--- config.mk ---
export PLATFORM = sky130hd
export DESIGN_NAME = pc_ctrl
export DESIGN_NICKNAME = d
export VERILOG_FILES = /design/src/rtl/pc_ctrl_pkg.sv /design/src/rtl/pc_ctrl_target_calc.sv /design/src/rtl/pc_ctrl.sv
export SDC_FILE = /design/constraint.sdc
export NUM_CORES = 1
export LEC_CHECK = 0
export CORE_UTILIZATION = 50
export DETAILED_ROUTE_END_ITERATION = 8
export PLACE_DENSITY = 0.8
export SYNTH_ARGS = -nofsm -noshare
export SYNTH_HDL_FRONTEND = slang
export SYNTH_SLANG_ARGS = --single-unit
--- constraint.sdc ---
create_clock -name clk -period 3.2 [get_ports clk]
set_clock_uncertainty 0.05 [all_clocks]
set_input_delay 0.48 -clock clk [delete_from_list [all_inputs] [get_ports clk]]
set_output_delay 0.48 -clock clk [all_outputs]
set_load 0.01 [all_outputs]
--- src/rtl/pc_ctrl_pkg.sv ---
// Shared definitions for the program-counter control stage: default
// datapath width and reset PC, control state encoding, and the
// saturating retire-counter helpers.
package pc_ctrl_pkg;

    localparam int unsigned       DEF_WIDTH    = 16;
    localparam logic [15:0]       DEF_RESET_PC = 16'h0000;

    // Retired-branch counters are a fixed 16 bits regardless of PC width.
    localparam int unsigned       CNT_W   = 16;
    localparam logic [CNT_W-1:0]  CNT_MAX = '1;

    typedef enum logic {
        RUN    = 1'b0,
        HALTED = 1'b1
    } state_e;

    // Increment that sticks at the all-ones value instead of wrapping.
    function automatic logic [CNT_W-1:0] sat_inc(input logic [CNT_W-1:0] v);
        return (v == CNT_MAX) ? v : v + CNT_W'(1);
    endfunction

endpackage

--- src/rtl/pc_ctrl_target_calc.sv ---
// Next-PC target arithmetic. Purely combinational: forms the link value
// pc+2, the PC-relative and register-indirect targets, and picks the
// next PC from the decoded jump/branch controls. Halt and stall are
// handled by the owner of the PC register, not here.
module pc_target_calc
    import pc_ctrl_pkg::*;
#(
    parameter int unsigned W = DEF_WIDTH
) (
    input  logic [W-1:0] pc,
    input  logic [W-1:0] imm,
    input  logic [W-1:0] reg_val,
    input  logic         jmp_en,
    input  logic         jmp_reg,
    input  logic         br_en,
    input  logic         br_sel,
    output logic [W-1:0] pc_plus2,
    output logic [W-1:0] next_pc,
    output logic         take
);

    logic [W-1:0] rel_target;
    logic [W-1:0] ind_target;

    // All additions wrap modulo 2^W; no carry is reported.
    assign pc_plus2   = pc + W'(2);
    assign rel_target = pc_plus2 + imm;
    assign ind_target = reg_val + imm;

    // Jump outranks branch; a jump with a branch also present still jumps.
    always_comb begin
        // NOTE: every output gets a default before any branch so no path leaves it unassigned and no latch is inferred.
        next_pc = pc_plus2;
        take    = 1'b0;
        if (jmp_en) begin
            take    = 1'b1;
            next_pc = jmp_reg ? ind_target : rel_target;
        end else if (br_en && br_sel) begin
            take    = 1'b1;
            next_pc = rel_target;
        end
    end

endmodule

--- src/rtl/pc_ctrl.sv ---
// Program-counter control stage. Owns the fetch PC, the RUN/HALTED
// state, the saturating retired/taken branch counters and the sticky
// illegal-combination fault. Target selection lives in pc_target_calc.
module pc_ctrl
    import pc_ctrl_pkg::*;
#(
    parameter int unsigned       WIDTH    = DEF_WIDTH,
    parameter logic [WIDTH-1:0]  RESET_PC = DEF_RESET_PC
) (
    input  logic             clk,
    input  logic             rst,
    input  logic             stall,
    input  logic             brEn,
    input  logic             brSel,
    input  logic             jmpEn,
    input  logic             jmpReg,
    input  logic             halt,
    input  logic [WIDTH-1:0] imm,
    input  logic [WIDTH-1:0] regVal,
    output logic [WIDTH-1:0] pc,
    output logic [WIDTH-1:0] pcPlus2,
    output logic             redirect,
    output logic             halted,
    output logic [CNT_W-1:0] brCount,
    output logic [CNT_W-1:0] brTaken,
    output logic             err
);

    state_e             state_q, state_d;
    logic [WIDTH-1:0]   pc_q, pc_d;
    logic [CNT_W-1:0]   br_count_q, br_count_d;
    logic [CNT_W-1:0]   br_taken_q, br_taken_d;
    logic               err_q, err_d;

    logic [WIDTH-1:0]   next_pc;
    logic               take;
    logic               retire;

    pc_target_calc #(.W(WIDTH)) u_target_calc (
        .pc       (pc_q),
        .imm      (imm),
        .reg_val  (regVal),
        .jmp_en   (jmpEn),
        .jmp_reg  (jmpReg),
        .br_en    (brEn),
        .br_sel   (brSel),
        .pc_plus2 (pcPlus2),
        .next_pc  (next_pc),
        .take     (take)
    );

    // An instruction retires only while running and not held by a hazard.
    assign retire   = (state_q == RUN) && !stall;
    assign redirect = retire && !halt && take;

    assign pc      = pc_q;
    assign halted  = (state_q == HALTED);
    assign brCount = br_count_q;
    assign brTaken = br_taken_q;
    assign err     = err_q;

    // Next-state: everything holds unless an instruction retires.
    always_comb begin
        state_d    = state_q;
        pc_d       = pc_q;
        br_count_d = br_count_q;
        br_taken_d = br_taken_q;
        err_d      = err_q;
        if (retire) begin
            // The fault is recorded even when halt wins the cycle.
            if (brEn && jmpEn) begin
                err_d = 1'b1;
            end
            if (halt) begin
                state_d = HALTED;
            end else begin
                pc_d = next_pc;
                if (brEn && !jmpEn) begin
                    br_count_d = sat_inc(br_count_q);
                    if (brSel) begin
                        br_taken_d = sat_inc(br_taken_q);
                    end
                end
            end
        end
    end

    // State, PC, counters and fault register with immediate reset.
    always_ff @(posedge clk or posedge rst) begin
        if (rst) begin
            state_q    <= RUN;
            pc_q       <= RESET_PC;
            br_count_q <= '0;
            br_taken_q <= '0;
            err_q      <= 1'b0;
        end else begin
            // NOTE: non-blocking assignments so every flop samples the pre-edge values and simulation matches the synthesized registers.
            state_q    <= state_d;
            pc_q       <= pc_d;
            br_count_q <= br_count_d;
            br_taken_q <= br_taken_d;
            err_q      <= err_d;
        end
    end

endmodule

# After elaboration in Yosys (flattened, before gate mapping)

Index checks and enable logic that the tools add are counted.

Bits in registers: 50
Output and inout port bits: 67
Word-level logic and storage cells: 35
Input bits: 40

Reduce and logical (&&, ||, !) cells: 14
Bitwise logic cells: 4
Equal/unequal tests: 2
Add/subtract/negate cells: 5
Multiplexer cells: 5

Operator list:

| operator                                      | count |
|---|---|
| 2-to-1 mux 16 bit                             | 3 |
| adder 16 x 1 -> 16 bit, second input constant | 2 |
| adder 16 bit                                  | 2 |
| equality test 16 bit, second input constant   | 2 |
| adder 16 x 2 -> 16 bit, second input constant | 1 |
| logical AND 1 bit                             | 6 |
| AND reduction 2 bit                           | 3 |
| AND reduction 5 bit                           | 1 |
| inverter 1 bit                                | 4 |
| AND reduction 4 bit                           | 1 |
| zero test 1 bit                               | 3 |
| 2-to-1 mux 1 bit                              | 2 |

# Logic depth before layout (Yosys ltp)

Depth after elaboration: 4
Gate-level depth with buffers: 12
Mapped depth without buffers: 12

# Hierarchy

A second synthesis with hierarchy kept.

Cells, all modules: 513
Area total of the unflattened synthesis: 4,535.6 sq um

By module, submodules not included:

| module         | area an instance (sq um) | times used | sequential area each (sq um) | cells an instance |
|---|---|---|---|---|
| pc_ctrl        | 2,287.2                  | 1          | 1,251.2                      | 191 |
| pc_target_calc | 2,248.4                  | 1          | 0.0                          | 322 |

# Worst setup path before layout

Ideal clock, no wire load.

Path kind: register to register
Start: register pc_q[1] (netlist: pc[1])
End: register pc_q[11] (netlist: pc[11])
Setup slack: 297 ps
Arrival: 2,715 ps
Stages on the path, launching flop included: 13
Clock period less this slack: 2,903 ps
Data required time: 3,012 ps
Setup time: 138 ps
Path buffers: 0
Path through: dfrtp_1 > ha_1 > nand3_4 > nor2_1 > nand2_1 > xnor2_1 > ha_1 > and4_1 > o21a_1 > a211oi_1 > mux2i_1 > o21ai_0 > o221ai_1

Cells in the longest elaborated chain, start to end: 4
Elaborated cells between the ends (all ways): 5
Those cells by class: 2 x add/sub; 3 x mux

Ends and longest elaborated chain:

| what                                        | line                                                 | source |
|---|---|---|
| start, declared                             | pc_ctrl.sv:30                                        | `logic [WIDTH-1:0] pc_q, pc_d;` |
| start signal, assigned                      | pc_ctrl.sv:99                                        | `pc_q <= pc_d;` |
| adder 16 x 2 -> 16 bit (*)                  | pc_ctrl_target_calc.sv:26                            | `assign pc_plus2 = pc + W'(2);` |
| named net pcPlus2[9]                        | pc_ctrl.sv:21                                        | `output logic [WIDTH-1:0] pcPlus2,` |
| adder 16 bit (*)                            | pc_ctrl_target_calc.sv:27                            | `assign rel_target = pc_plus2 + imm;` |
| 2-to-1 mux 16 bit, on equally long branches | pc_ctrl_target_calc.sv:38, pc_ctrl_target_calc.sv:37 |  |
| 2-to-1 mux 16 bit (*)                       | pc_ctrl_target_calc.sv:35                            | `if (jmp_en) begin` |

The timed path passes the listed nets; every way through them passes the cells marked *.
A chain may end at the register's enable or synchronous reset.

# Worst setup path in the final report

Start: register pc_q[2] (netlist: pc[2])
End: output port pcPlus2[13]

Cells in the longest elaborated chain, start to end: 1

Ends and longest elaborated chain:

| what                   | line |
|---|---|
| adder 16 x 2 -> 16 bit | pc_ctrl_target_calc.sv:26 |
| end, declared          | pc_ctrl.sv:21 |

No other way between the ends.

==> results.py <==
metrics = {
    "placement": {
        "dp_slack_ns": 0.0578,
        "place_area_um2": 5750,
        "gp_congestion": 0.936,
        "io_buffers": 106,
        "dp_hpwl_um": 9920,
    },
    "sta": {
        "final.setup.worst_slack_ns": 0.222,
        "layout_min_cycle_time_ns": 2.98,
        "fmax_mhz": 336,
        "period_share": 0.931,
        "final-setup-viol-count": 0,
        "rsz0062_at_grt": "false",
        "worstMarginPinSlew_ns": 0.503,
        "drv_slew": 0,
        "finalHoldViolations": 0,
        "relSlewSlack": 0.664,
        "fin_tns_setup_ns": 0,
    },
    "critical_path": {
        "end_kind": "output pin",
        "cp-startpoint": "pc[2]$_DFFE_PP0P_",
        "critPathKind": "register to output pin",
        "path_max_fanout": 8,
        "cp_data_required_time_ns": 2.67,
        "crit_path_end": "pcPlus2[13]",
        "reg2reg_to": "pc[11]$_DFFE_PP0P_",
        "r2r-start": "pc[6]$_DFFE_PP0P_",
        "rrSetupSlack_ns": 0.24,
        "critPathArrivalTime_ns": 2.45,
        "start_kind": "register",
        "r2r_cells": 10,
    },
    "global_routing": {
        "grt_pass1_vias": 4305,
        "grt_pass1_wl_um": 20800,
        "antenna_found_initial": 0,
        "overflow": 0,
        "grtUsageTotal": 0.271,
        "grt_max_degree": 27,
    },
    "yosys": {
        "synthXorXnorAreaFrac": 0.113,
        "synthFlopType": "dfrtp_1",
        "syn_avg_cell_area_um2": 8.87,
        "synth_top_family_by_area": "compound AO/OA/AOI/OAI gates",
        "yosys.area_share.adder": 0.108,
        "synth-seq-area-share": 0.276,
        "mappedNetlistArea_um2": 4530,
        "syn_nets": 589,
        "yosysWarnings": 0,
        "synth.distinct_cells": 76,
        "synthSimpleGateAreaFrac": 0.210,
        "ys_seq_elements": 50,
        "synth_compound_area_frac": 0.224,
        "syn-instance-count": 511,
        "synthMuxAreaShare": 0.0273,
        "synth_edf_count": 0,
        "async_flop_share": 1.00,
    },
    "clock_tree": {
        "cts_inserted_buffers": 5,
        "cts_sinks": 50,
        "post_cts_buffers": 0,
        "htreeDepth": 2,
        "clk_pin_slew_ns": 0.10,
        "clk_latency_ns": 0.31,
        "cts.path.max_buffers": 2,
        "postCtsHoldBufs": 0,
        "cts_tree": "yes",
        "cts_root_buf": "clkbuf_8",
        "ctsResizeCount": 0,
    },
    "run": {
        "drv_cap": 0,
    },
    "routing": {
        "antenna_left": 0,
        "vias_per_cell": 6.01,
        "remaining_drc_errors": 0,
        "dr.pass1.iters": 5,
        "vias": 4399,
        "drt_first_iter_violations": 302,
        "wl_per_cell_um": 17.2,
        "totalWireLength_um": 12600,
    },
    "layout": {
        "antenna_cells": 0,
        "areaGrowthSynthToFinish_pct": 29.4,
        "drive_above_1_share": 0.0913,
        "final_util": 0.669,
        "finalNetCount": 701,
        "finish.instance_area_um2": 5870,
    },
    "pwr": {
        "power_density_nw_per_um2": 424,
        "leakagePower_nw": 2.50,
        "power_mw": 2.49,
        "vdd_drop_max_uv": 197,
    },
    "die": {
        "rows": 34,
        "dieArea_um2": 9450,
        "core_um2": 8760,
        "start_util": 0.517,
        "die_x_um": 97.2,
        "io_pins": 107,
        "die-height_um": 97.2,
    },
    "worst_hold_path": {
        "hold_class": "input pin to async pin",
    },
    "run_status": {
        "outcome": "finished, final reports clean",
    },
}
## synthesized netlist by cell type (9+ instances only)
library cell / instances / share of area
dfrtp_1: 50 / 0.28
mux2i_1: 9 / 0.020
and3_1: 10 / 0.014
a21oi_1: 27 / 0.030
o21ai_0: 26 / 0.029
xnor2_1: 40 / 0.077
ha_1: 36 / 0.099
xor2_1: 16 / 0.031
a21o_1: 9 / 0.015
nand4_1: 17 / 0.023
inv_1: 19 / 0.016
nand3_1: 22 / 0.024
nor2_1: 44 / 0.036
nand2_1: 39 / 0.032
## flip-flops by register name, indices dropped and copies added (netlist names)
| signal | count |
|---|---|
| brTaken | 16 |
| halted | 1 |
| err | 1 |
| pc | 16 |
| brCount | 16 |
## metal layers
layer  GRT usage  wire length, um  share of wire
met1       0.357             5650           0.45
met2       0.454             5910           0.47
met3      0.0388              699          0.056
met4      0.0907              308          0.025
met5           0                0              0
## cell usage in the layout, fill, tap and decap left out, types with 10 or more instances in the layout
cell	instances
nor2_1	44
nand3_1	22
ha_1	35
xnor2_1	38
nand4_1	17
nand2_1	39
buf_4	18
dfrtp_1	47
and3_1	10
a21oi_1	27
inv_1	18
xor2_1	16
o21ai_0	26
clkdlybuf4s50_1	106
## cells by family (layout without fill, tap and decap cells)
family	count (synthesis)	in the layout
adders and majority gates	38	38
buffers and inverters	38	151
muxes	12	12
DFF	50	50
AOI/OAI and AO/OA	142	142
and+or+nand+nor	174	174
xor gates and xnor gates	57	57
## worst min path at each step
| stage | start | to | slack [ns] | cells after the start |
|---|---|---|---|---|
| finish | rst | brCount[7]$_DFFE_PP0P_ | 0.35 | 2 |
| global route | rst | brCount[7]$_DFFE_PP0P_ | 0.36 | 2 |
| CTS | rst | brCount[7]$_DFFE_PP0P_ | 0.35 | 2 |
| detailed placement | err$_DFFE_PP0P_ | err$_DFFE_PP0P_ | 0.40 | 1 |
| global placement | err$_DFFE_PP0P_ | err$_DFFE_PP0P_ | 0.40 | 1 |
| floorplan | err$_DFFE_PP0P_ | err$_DFFE_PP0P_ | 0.46 | 1 |
## final cells by class
cell class,count,area [um^2]
repair buffers,124,1200
multi-input cells,423,3120
inverters,19,71.3
clock inverters,3,21.3
fillers,733,2900
well taps,108,135
clock buffers,5,68.8
flip-flops and latches,50,1250
## critical path, stage by stage (launching register included)
cell,delay [ns]
dfrtp_2,0.41
ha_2,0.25
nand3_4,0.16
nor4_1,0.30
buf_4,0.19
xor2_1,0.25
clkdlybuf4s50_1,0.59
## through the flow
stage | hold WS [ns] | cells
final | 0.348 | 732
after global routing | 0.361 | 732
after CTS | 0.350 | 732
after detailed placement | 0.404 | 724
after global placement | 0.397 | 724
after floorplan | 0.462 | 511
## report_power, final
group          internal, mW  leakage (nW)  switching [mW]
sequential            0.683         0.646          0.0984
clock                 0.154        0.0441           0.222
combinational         0.643          1.81           0.688
No activity file was read; power rests on OpenSTA's default activity.
